--- config.mk ---
export PLATFORM = sky130hd
export DESIGN_NAME = sat_counter
export DESIGN_NICKNAME = d
export VERILOG_FILES = /design/src/rtl/prbs9_ber_checker_sat_counter.sv
export SDC_FILE = /design/constraint.sdc
export NUM_CORES = 1
export LEC_CHECK = 0
export BUFFER_PORTS_ARGS = -buffer_cell sky130_fd_sc_hd__buf_2
export CORE_ASPECT_RATIO = 0.8
export CORE_MARGIN = 5
export CORE_UTILIZATION = 45
export DETAILED_ROUTE_END_ITERATION = 8
export GPL_TIMING_DRIVEN = 0
export HOLD_SLACK_MARGIN = 0.06
export PLACE_DENSITY = 0.69
export SYNTH_ARGS = -nofsm -noshare
export SYNTH_HDL_FRONTEND = slang
export SYNTH_SLANG_ARGS = --single-unit
--- constraint.sdc ---
create_clock -name clk -period 5.8 [get_ports clk]
set_clock_uncertainty 0.2 [all_clocks]
set_input_delay 1.16 -clock clk [delete_from_list [all_inputs] [get_ports clk]]
set_output_delay 1.16 -clock clk [all_outputs]
set_load 0.01 [all_outputs]
--- src/rtl/prbs9_ber_checker_sat_counter.sv ---
// Saturating up-counter with synchronous clear; holds at all-ones.
module sat_counter #(
   parameter int WIDTH = 32
) (
   input  logic             clk,
   input  logic             rst,
   input  logic             increment,
   input  logic             clear,
   output logic [WIDTH-1:0] value
);

   logic [WIDTH-1:0] value_q, value_d;

   always_comb begin
      value_d = value_q;
      if (clear)
         value_d = '0;
      else if (increment && (value_q != '1))
         value_d = value_q + WIDTH'(1);
   end

   always_ff @(posedge clk) begin
      if (!rst)
         value_q <= '0;
      else
         value_q <= value_d;
   end

   assign value = value_q;

endmodule

**Word-level counts from Yosys, hierarchy flattened**

Cells that the tools add are included.

- Bits in registers: 32
- Bits in latches: 0
- Bits in writable memories: 0
- Memory bits (read-only): 0
- Input bits: 4
- Output and inout bits: 32
- Logic and storage cells: 6
- Memories kept: 0

- Add/sub/neg operators: 1
- Multiply operators: 0
- Divide/modulo/power cells: 0
- Magnitude comparators: 0
- Eq/ne operators: 1
- Shift operators: 0
- Muxes and demuxes: 0
- Bitwise gates (word level): 1
- Reduce and logical (&&, ||, !) cells: 2

Operators with widths:

| kind | count |
|---|---|
| adder 32 x 1 -> 32 bit (second input constant) | 1 |
| inequality test 32 bit (second input constant) | 1 |
| OR reduction 2 bit | 1 |
| logical AND 1 bit | 1 |
| inverter 1 bit | 1 |

**Logic depth before layout (Yosys ltp)**

- Word-level depth: 2
- Depth in mapped cells: 7
- Gate-level depth less buffers: 6

**Least setup slack after synthesis**

Ideal clock, no wire load.

- Path type: in2reg
- Start: in increment
- End: reg value_q[18], in the netlist value[18]
- Setup time: 0.128 ns
- Arrival time: 2.405 ns
- Required time: 5.472 ns
- Slack: 3.067 ns
- Stages: 5
- Buffers on the path: 1
- Cells stage by stage: clkbuf_1 nand4_1 a2111oi_0 xnor2_1 nor2_1

- Word-level cells in the longest chain between the ends: 1

RTL lines:

| element | line | text |
|---|---|---|
| start: declaration | 7 | `input logic increment,` |
| logical AND 1 bit | 18 | `else if (increment && (value_q != '1))` |
| end signal: assignment | 26 | `value_q <= value_d;` |
| end: declaration | 12 | `logic [WIDTH-1:0] value_q, value_d;` |

Every way passes these cells.
A chain may end at the register's enable or synchronous reset.

**Final worst setup path**

Ends and elaborated chain as after synthesis.

==> summary.txt <==
Slew of the pin with the lowest slew margin: 0.6682 ns
Final min period: 2.851 ns
Vias in the first global route: 1471
Fmax achieved: 350.8 MHz
Cts bufs inserted: 5
Pwr/cell area: 212.1 nW/um2
Initial core utilization: 47.73%
Count leader, synth: dfxtp_1
Drt wl/cell: 14.88 um
Slew headroom: 55.08%
HPWL after detailed placement: 3123 um
Post-synth top cells: 32 x dfxtp_1, 21 x a21oi_1, 16 x nor2_1
Layout Cell Area excl Fill: 1987 um2
Mapped Area: 1668 um2
Outcome: finished, final reports clean
Die width: 78.07 um
Final Hold Viols: 0
# nets final: 249
Die height: 64.45 um
Routed via count: 1628
# port buffers: 34
Number of diodes: 0
Largest net degree at the start of global routing: 11
Number of enable flip-flop cells after synthesis: 0
DRT Pass-1 Iters: 4
YS warnings: 0
Total gr overflow: 0
Sequential-to-total area share from yosys stat: 38.41%
Primary FF master, synth: dfxtp_1
Hold-fix buffers at CTS: 0
Share of layout cells above drive strength 1: 22.13%
Final setup fails: 0
Antenna Nets Post-Route: 0
CTS resizes: 0
Startpoint Class: input pin
Post-synth top area share: 38.41%
Initial antenna violation count: 0
Area Overhead vs Synth: 19.13%
Core area: 3495 um2
Dpl cell area: 1891 um2
Slew Viols, Final: 0
FP Rows: 19
Hold_ws: 0.2875 ns
Synth cell types: 40
Worst-path clk slew: 0.07 ns
Post-Route WL: 4257 um
Total Routing Usage GR: 17.70%
Max reg flops: 32
Clock latency on the worst-skew pair: 0.28 ns
Max VDD drop: 0.0001303 V
Die ar.: 5031 um2
Worst Path Arrival: 2.81 ns
CTS Sinks: 32
TritonCTS clock tree: yes
Post-synthesis register bit count: 32
Async S/R FF share, synth: 0%
Tot Pwr: 421.4 uW
Avg Inst Size Synth: 8.216 um2
Core Util, Final: 56.86%
Hold Crit Class: reg -> reg
GPL Wtd Cong: 0.8063
Setup_tns: 0 ns
RSZ-0062 raised after global routing: no
First-pass GRT wire length: 7265 um
Initial DRC count: 82
Setup CP Type: in -> reg
Clock Root Buffer: clkbuf_8
Depth of the CTS H-tree: 2
Maximum clock insertion buffer count: 2
Post-CTS Setup Inserts: 0
Top cell type by total area after synthesis: dfxtp_1
CP Max Fanout: 8
Critical Path Sink Type: flop
Static leakage power: 0.0007256 uW
Top cells by area, synth: dfxtp_1 38%, a21oi_1 6.3%, or3_1 5.6%, nand4_1 5.3%, xnor2_1 4.7%
DR vias/cell: 5.692
Max-Cap Viols: 0
Critical Path RT: 5.76 ns
Io pins: 36
Mapped Cells: 203
Syn_nets: 208
Post-route clock period utilization: 49.15%
Drc violations: 0
==> cell families (layout without fill, tap and decap cells) <==
logic type	Yosys count	in the layout	synth area share (%)
AO/OA/AOI/OAI	50	50	18.38
XOR/XNOR	9	9	4.726
adder cells (fa/ha/maj)	1	1	0.7501
buffers and inverters	10	51	2.626
flip-flops	32	32	38.41
multiplexers	1	1	0.6002
AND/OR/NAND/NOR	100	100	34.51
==> path summary, 6_finish.rpt <==
kind / startpoint / endpoint / slack, ns / depth (start not counted)
setup / recovery: increment / value[18] / 2.95 / 5
hold reg to reg: value[30] / value[30] / 0.29 / 2
setup reg to reg: value[0] / value[18] / 3.34 / 6
hold / removal: value[30] / value[30] / 0.29 / 2
==> final cells by class <==
cell class                      instances  area, um2
Buffer                                  8      36.28
Clock buffer                            7      96.34
Fill cell                             352       1508
Inverter                                2      7.507
Multi-Input combinational cell        161      983.4
Sequential cell                        32      640.6
Tap cell                               42      52.55
Timing Repair Buffer                   34      170.2
==> per-layer routing <==
metal / track usage [%] / routed length [um]
met1: 25.55 / 2202
met2: 25.62 / 1736
met3: 4.571 / 261
met4: 5.696 / 57
met5: 0 / 0
==> report_power, final <==
| part | switching, uW | internal, uW | leakage, uW |
|---|---|---|---|
| clock network | 79.9 | 106 | 0.0000503 |
| registers | 0.727 | 220 | 0.000258 |
| logic | 10.8 | 4.15 | 0.000418 |
==> stage by stage <==
stage,cells,setup slack (ns)
after floorplan,203,3.067
after global placement,279,2.686
after detailed placement,279,2.654
after CTS,286,2.965
after global routing,286,2.751
final,286,2.949
==> critical path, cell delays in order <==
cell	delay, ns
clkbuf_1	0.35
nand4_1	0.45
a2111oi_0	0.62
xnor2_1	0.17
nor2_1	0.05
==> placed cells by master, fill, tap and decap left out, types with 10 or more instances in the layout <==
cell type and instances:
a21oi_1 21, nand2_1 15, nand4_1 14, dfxtp_1 32, o21ai_1 10, nand3_1 10, buf_2 36, or3_1 15
nor2_1 16
Note: power is estimated with default switching activity, not from simulation.
